==> config.mk <==
export PLATFORM = sky130hd
export DESIGN_NAME = capture_sequencer
export DESIGN_NICKNAME = d
export VERILOG_FILES = /design/src/rtl/capture_sequencer.sv
export SDC_FILE = /design/constraint.sdc
export NUM_CORES = 1
export LEC_CHECK = 0
export CAP_MARGIN = 10
export CORE_MARGIN = 2
export CORE_UTILIZATION = 25
export CTS_CLUSTER_SIZE = 40
export DETAILED_ROUTE_END_ITERATION = 8
export PLACE_DENSITY = 0.54
export SLEW_MARGIN = 20
export SYNTH_ARGS = -nofsm -noshare
export SYNTH_HDL_FRONTEND = slang
export SYNTH_SLANG_ARGS = --single-unit
==> constraint.sdc <==
create_clock -name clock -period 3.4 [get_ports clock]
set_input_delay 0.68 -clock clock [delete_from_list [all_inputs] [get_ports clock]]
set_output_delay 0.68 -clock clock [all_outputs]
set_load 0.01 [all_outputs]
==> src/rtl/capture_sequencer.sv <==
// Capture sequencer: fills the sample ring buffer around a trigger, then streams
// the newest samples to the UART transmitter, least-significant byte first.
module capture_sequencer #(
    parameter int unsigned SAMPLE_WIDTH = 8,
    parameter int unsigned ADDR_WIDTH   = 10
) (
    input  logic                    clock,
    input  logic                    reset_n,
    input  logic                    arm,
    input  logic                    abort,
    input  logic                    run,
    input  logic                    sample_valid,
    input  logic [SAMPLE_WIDTH-1:0] sample_in,
    input  logic [15:0]             read_count,
    input  logic [15:0]             delay_count,
    output logic                    mem_we,
    output logic [ADDR_WIDTH-1:0]   mem_addr,
    output logic [SAMPLE_WIDTH-1:0] mem_wdata,
    input  logic [SAMPLE_WIDTH-1:0] mem_rdata,
    output logic [7:0]              tx_data,
    output logic                    tx_start,
    input  logic                    transmit_busy,
    output logic                    busy,
    output logic                    capture_done
);

    localparam int unsigned NBYTES = SAMPLE_WIDTH / 8;
    localparam int unsigned BI_W   = $clog2(NBYTES + 1);
    localparam int unsigned CNT_W  = (ADDR_WIDTH + 1 > 16) ? ADDR_WIDTH + 1 : 16;
    localparam logic [31:0] DEPTH  = 32'(1) << ADDR_WIDTH;

    typedef enum logic [2:0] {
        S_IDLE,
        S_ARMED,
        S_DELAY,
        S_READ_ADDR,
        S_READ_DATA,
        S_TX_BYTE,
        S_TX_WAIT,
        S_DONE
    } state_t;

    state_t                  state;
    logic [ADDR_WIDTH-1:0]   wptr;
    logic [ADDR_WIDTH-1:0]   rd_idx;
    logic [15:0]             delay_lat;
    logic [15:0]             delay_left;
    logic [CNT_W-1:0]        eff_count;
    logic [CNT_W-1:0]        samples_left;
    logic [SAMPLE_WIDTH-1:0] shreg;
    logic [BI_W-1:0]         byte_idx;
    logic                    wait_first;

    logic                    write_c;
    logic [CNT_W-1:0]        eff_count_c;

    // Sample writes are combinational so the strobe cycle itself lands in RAM.
    assign write_c      = (state == S_ARMED || state == S_DELAY) && sample_valid && !abort;
    assign mem_we       = write_c;
    assign mem_wdata    = write_c ? sample_in : '0;
    assign mem_addr     = write_c ? wptr :
                          (state == S_READ_ADDR) ? wptr - ADDR_WIDTH'(1) - rd_idx : '0;
    assign tx_start     = (state == S_TX_BYTE) && !abort;
    assign busy         = (state != S_IDLE);
    assign capture_done = (state == S_DONE);

    // Never return more samples than the ring can hold.
    assign eff_count_c  = (32'(read_count) > DEPTH) ? CNT_W'(DEPTH) : CNT_W'(read_count);

    always_ff @(posedge clock) begin
        if (!reset_n) begin
            state        <= S_IDLE;
            wptr         <= '0;
            rd_idx       <= '0;
            delay_lat    <= '0;
            delay_left   <= '0;
            eff_count    <= '0;
            samples_left <= '0;
            shreg        <= '0;
            byte_idx     <= '0;
            wait_first   <= 1'b0;
            tx_data      <= '0;
        end else if (abort) begin
            state <= S_IDLE;
        end else begin
            case (state)
                S_IDLE: begin
                    if (arm) begin
                        eff_count <= eff_count_c;
                        delay_lat <= delay_count;
                        state     <= S_ARMED;
                    end
                end
                S_ARMED: begin
                    if (sample_valid) begin
                        wptr <= wptr + ADDR_WIDTH'(1);
                    end
                    if (run) begin
                        delay_left <= delay_lat;
                        if (delay_lat == 16'd0) begin
                            rd_idx       <= '0;
                            samples_left <= eff_count;
                            state        <= S_READ_ADDR;
                        end else begin
                            state <= S_DELAY;
                        end
                    end
                end
                S_DELAY: begin
                    if (sample_valid) begin
                        wptr       <= wptr + ADDR_WIDTH'(1);
                        delay_left <= delay_left - 16'd1;
                        if (delay_left == 16'd1) begin
                            rd_idx       <= '0;
                            samples_left <= eff_count;
                            state        <= S_READ_ADDR;
                        end
                    end
                end
                S_READ_ADDR: begin
                    state <= (samples_left == '0) ? S_DONE : S_READ_DATA;
                end
                S_READ_DATA: begin
                    shreg        <= mem_rdata;
                    byte_idx     <= '0;
                    samples_left <= samples_left - CNT_W'(1);
                    rd_idx       <= rd_idx + ADDR_WIDTH'(1);
                    if (!transmit_busy) begin
                        tx_data <= mem_rdata[7:0];
                        state   <= S_TX_BYTE;
                    end else begin
                        wait_first <= 1'b0;
                        state      <= S_TX_WAIT;
                    end
                end
                S_TX_BYTE: begin
                    shreg      <= shreg >> 8;
                    byte_idx   <= byte_idx + BI_W'(1);
                    wait_first <= 1'b1;
                    state      <= S_TX_WAIT;
                end
                S_TX_WAIT: begin
                    // Busy may lag the start pulse by a cycle, so the first cycle is blind.
                    wait_first <= 1'b0;
                    if (!wait_first && !transmit_busy) begin
                        if (byte_idx != BI_W'(NBYTES)) begin
                            tx_data <= shreg[7:0];
                            state   <= S_TX_BYTE;
                        end else if (samples_left != '0) begin
                            state <= S_READ_ADDR;
                        end else begin
                            state <= S_DONE;
                        end
                    end
                end
                S_DONE: begin
                    state <= S_IDLE;
                end
                default: begin
                    state <= S_IDLE;
                end
            endcase
        end
    end

endmodule
-- After elaboration in Yosys (flattened, before gate mapping)
Index checks and enable logic that the tools add are counted.
Widths: inputs -> output; s select.
- bits in registers: 105
- output and inout port bits: 30
- bits of input ports: 55
- logic and storage cells: 102
- bitwise logic cells: 2
- magnitude comparators: 1
- muxes and demuxes: 36
- reductions and logical operators: 28
- eq/ne operators: 17
- add/subtract/negate cells: 7
- operators by type and width (operator ; number):
    $mux 16 ; 7
    $mux 10 ; 6
    $pmux 16 s3 ; 1
    $logic_not 16->1 ; 2
    $mux 8 ; 4
    $pmux 16 s2 ; 1
    $pmux 8 s2 ; 2
    $sub 16x1->16 const B ; 2
    $pmux 10 s3 ; 1
    $pmux 3 s8 ; 1
    $mux 3 ; 7
    $add 10x1->10 const B ; 2
    $eq 16x1->1 const B ; 1
    $gt 16x11->1 const B ; 1
    $reduce_bool 16->1 ; 1
    $ne 2x2->1 const B ; 7
    $eq 3x3->1 const B ; 4
    $reduce_and 5->1 ; 2
    $sub 10x1->10 const B ; 1
    $sub 10x10->10 ; 1
    $reduce_and 3->1 ; 3
    $reduce_bool 3->1 ; 3
    $eq 3x2->1 const B ; 2
    $reduce_and 6->1 ; 1
    16 further kinds ; 28

-- Logic depth before layout (Yosys ltp)
- word-level depth: 5
- gate-level depth with buffers: 9
- gate-level depth less buffers: 9

-- Worst setup path after synthesis
No wires, ideal clock.
- kind: reg2out
- start: register rd_idx[0]
- end: output mem_addr[8]
- data arrival time: 1.976 ns
- stages on the path, launching flop included: 10
- slack: 0.744 ns
- required time: 2.720 ns
- path through: dfxtp_1 -> inv_1 -> ha_1 -> fa_1 -> a21o_1 -> a21oi_1 -> o21ai_0 -> a31oi_1 -> xnor2_1 -> a22o_1
- word-level cells in the longest chain between the ends: 3
- ends and longest elaborated chain (what ; RTL line ; RTL):
    start: declaration ; 45 ; logic [ADDR_WIDTH-1:0] rd_idx;
    start signal: assignment ; 127 ; rd_idx <= rd_idx + ADDR_WIDTH'(1);
    $sub 10x10->10 ; 62 ; (state == S_READ_ADDR) ? wptr - ADDR_WIDTH'(1) - rd_idx : '0;
    $mux 10 ; 62 ;
    $mux 10 ; 61 ; assign mem_addr = write_c ? wptr :
    end: declaration ; 17 ; output logic [ADDR_WIDTH-1:0] mem_addr,
No other way between the ends.

-- Final worst setup path
- start: register wptr[0]
- end: output mem_addr[8]
- word-level cells in the longest chain between the ends: 4
- ends and longest elaborated chain (what ; RTL line ; RTL):
    start: declaration ; 44 ; logic [ADDR_WIDTH-1:0] wptr;
    start signal: assignment ; 96 ; wptr <= wptr + ADDR_WIDTH'(1);
    start signal: assignment ; 111 ; wptr <= wptr + ADDR_WIDTH'(1);
    $sub 10x1->10 ; 62 ;
    $sub 10x10->10 ; 62 ;
    $mux 10 ; 62 ;
    $mux 10 ; 61 ;
No other way between the ends.

==> impl_metrics.toml <==
[run_status]
status = "complete, no violations"

[power]
power_per_cell_area_nw_per_um2 = 380
leakage_nw = 2.57
ir_drop_mv = 0.177

[worst_hold_path]
min-delay-path-class = "reg2reg"
min_path_cells = 2
min_to = "samples_left[15]$_SDFFE_PN0P_"
hold_start = "samples_left[15]$_SDFFE_PN0P_"

[final_layout]
final_nets = 879
area_growth_pct = 28.9
final_area_sq_um = 7190
final_cell_count_no_fill = 1094
drive_above_1_share = 0.0897
n_fill_cell = 2346
antenna_cells = 0

[placement]
dp_slack_ps = 165
hpwl_microns = 11300
gp_congestion = 0.812
placed_cells = 1077
port_buffers = 84
placed_cell_area_sq_um = 6820

[worst_setup_path]
crit_fanout = 5
end_kind = "output pin"
r2r_cells = 8
start_kind = "register"
r2r-start = "samples_left[0]$_SDFFE_PN0P_"
regToRegEndpoint = "state[1]$_SDFFE_PP0P_"
worst-setup-path-type = "reg2out"
slowest_delay_ps = 400
r2r_slack_ps = 860
worstPathRequired_ps = 2720
worstPathCellList = "ha_2 > fa_1 > a21o_1 > a21oi_2 > o21ai_0 > a31oi_1 > xnor2_1 > a22o_1 > dlygate4sd2_1"
crit_arrival_ps = 2580
slowest_stage = "fa_1"

[die]
fp.dieW_microns = 153
initial_core_util = 0.255
fp-row-count = 54
ios = 85
core_sq_um = 21900
die_height_microns = 153
dieArea_sq_um = 23500

[sta]
worst_pin_slew_ps = 750
slew_viol_final = 0
min_period_over_period = 0.959
finalCriticalPeriod_ps = 3260
fin_worst_skew_ps = 10.1
finalSetupViolCount = 0
holdWs_ps = 473
slew_headroom = 0.495
fmax_mhz = 307
rsz0062_at_grt = "false"
fin_ws_ps = 140
tns_ps = 0
hold_viol = 0

[global_route]
antenna_found_initial = 0
grt_max_degree = 56
grt_pass1_vias = 5071
gr-total-overflow = 0
grt_pass1_wl_microns = 26400
gr-usage-all-layers = 0.136

[clocking]
insertion_delay_ps = 360
cts-root-buf = "clkbuf_16"
cts_tree = "built"
cts_buffers = 9
clockBufferDepth = 2
h-tree-depth = 3
cts_sinks = 105
clkTransAtPathRegs_ps = 70

[yosys]
synthArstFlopShare = 0
seq_area_frac_synth = 0.377
syn-mean-instance-area_sq_um = 7.63
syn_inst = 731
synth_top_area_cell = "dfxtp_1"
synth_common_cells = "dfxtp_1 (105), nand2_1 (99), nor2_1 (85)"
synth_edf_count = 0
yosysMostFrequentCell = "dfxtp_1"
synthFlopType = "dfxtp_1"
synthesis.nets = 801
ys_warn_count = 0
ys_seq_elements = 105
synth.distinct_cells = 60
synth_top_cell_area_share = 0.377
synth_area_sq_um = 5580
netlist_top_cells_area = "dfxtp_1 (38%), nand2_1 (6.7%), a21oi_1 (5.8%), nor2_1 (5.7%), o21ai_0 (3.9%)"

[drt]
via_per_inst = 4.96
first_pass_iters = 6
vias = 5425
wl_per_cell_microns = 14.5
drc = 0
antenna_left = 0
first_iter_violations = 411
routed_wl_microns = 15900

[run]
drv_cap = 0
[cell usage in the layout (no fill, tap or decap), drive strengths merged, types with 23 or more instances in the layout]
cell type        n
dfxtp          105
nand2           99
nor2            85
clkdlybuf4s50   80
a21oi           65
o21ai           46
buf             31
nor3            26
inv             24
a22oi           23
nand3           23
[power breakdown]
part	switching, mW	internal, mW
Clock	0.501	0.654
Combinational	0.171	0.142
Sequential	0.0172	1.25
[cell type report]
cell class / count / area [sq um] / area share
inverter: 22 / 82.6 / 0.0115
clock buffer: 9 / 225 / 0.0313
sequential: 105 / 2110 / 0.293
multi-input combinational: 556 / 3240 / 0.451
tap: 280 / 350 / 0.0487
clock inverter: 7 / 101 / 0.0141
timing repair buffer: 115 / 1080 / 0.151
[through the flow]
| step | utilization | power [mW] |
|---|---|---|
| 4_1_cts | 0.327 | 2.77 |
| 3_3_place_gp | 0.311 | 1.61 |
| 3_5_place_dp | 0.311 | 1.61 |
| 2_1_floorplan | - | 1.46 |
| 6_report | 0.328 | 2.73 |
| 5_1_grt | 0.328 | 2.85 |
[flip-flops by register name, indices dropped and copies added (netlist names)]
signal and cells:
tx_data 8, samples_left 16, delay_lat 16, delay_left 16, state 3, eff_count 16
wptr 10, wait_first 1, byte_idx 1, rd_idx 10, shreg 8
[worst max-delay path: cells and delay by family (launching register included)]
| family | cells | cell delay [ps] |
|---|---|---|
| AOI/OAI and AO/OA | 5 | 880 |
| adders and majority gates | 2 | 630 |
| DFF | 1 | 360 |
| buffers and inverters | 1 | 280 |
| xor gates and xnor gates | 1 | 80 |
[metal layers]
layer,up-vias,share of wire,global-route usage
li1,2803,-,-
met1,2501,0.50,0.188
met2,109,0.45,0.218
met3,12,0.039,0.0224
met4,0,0.012,0.0419
met5,-,0,0
[cells by family (layout without fill, tap and decap cells)]
logic type | Yosys count | count (layout) | share of synthesized area
compound gates | 213 | 213 | 0.247
xor+xnor | 16 | 16 | 0.0251
fa+ha+maj | 15 | 15 | 0.0350
buf+inv | 70 | 153 | 0.0503
flops | 105 | 105 | 0.377
mux | 3 | 3 | 0.00539
simple gates | 309 | 309 | 0.260
[how the worst max path moves through the flow]
stage                            from          end  slack, ps  cells after the start
6_report         wptr[0]$_SDFFE_PN0P_  mem_addr[8]        140                      9
5_1_grt          wptr[0]$_SDFFE_PN0P_  mem_addr[8]         10                      9
4_1_cts          wptr[6]$_SDFFE_PN0P_  mem_addr[9]        0.9                      7
3_5_place_dp     wptr[0]$_SDFFE_PN0P_  mem_addr[8]        160                      9
3_3_place_gp     wptr[0]$_SDFFE_PN0P_  mem_addr[8]        190                      9
2_1_floorplan  rd_idx[0]$_SDFFE_PN0P_  mem_addr[8]        740                      9
[repair_timing]
action                     CTS  global route
hold buffers                 0             0
hold endpoints to repair     0             0
pin swaps                    1             2
setup endpoints to repair    4             4
setup buffers                0             1
gates cloned                 0             0
gates resized for setup      6            10
Power figures use the tool's default switching activity.
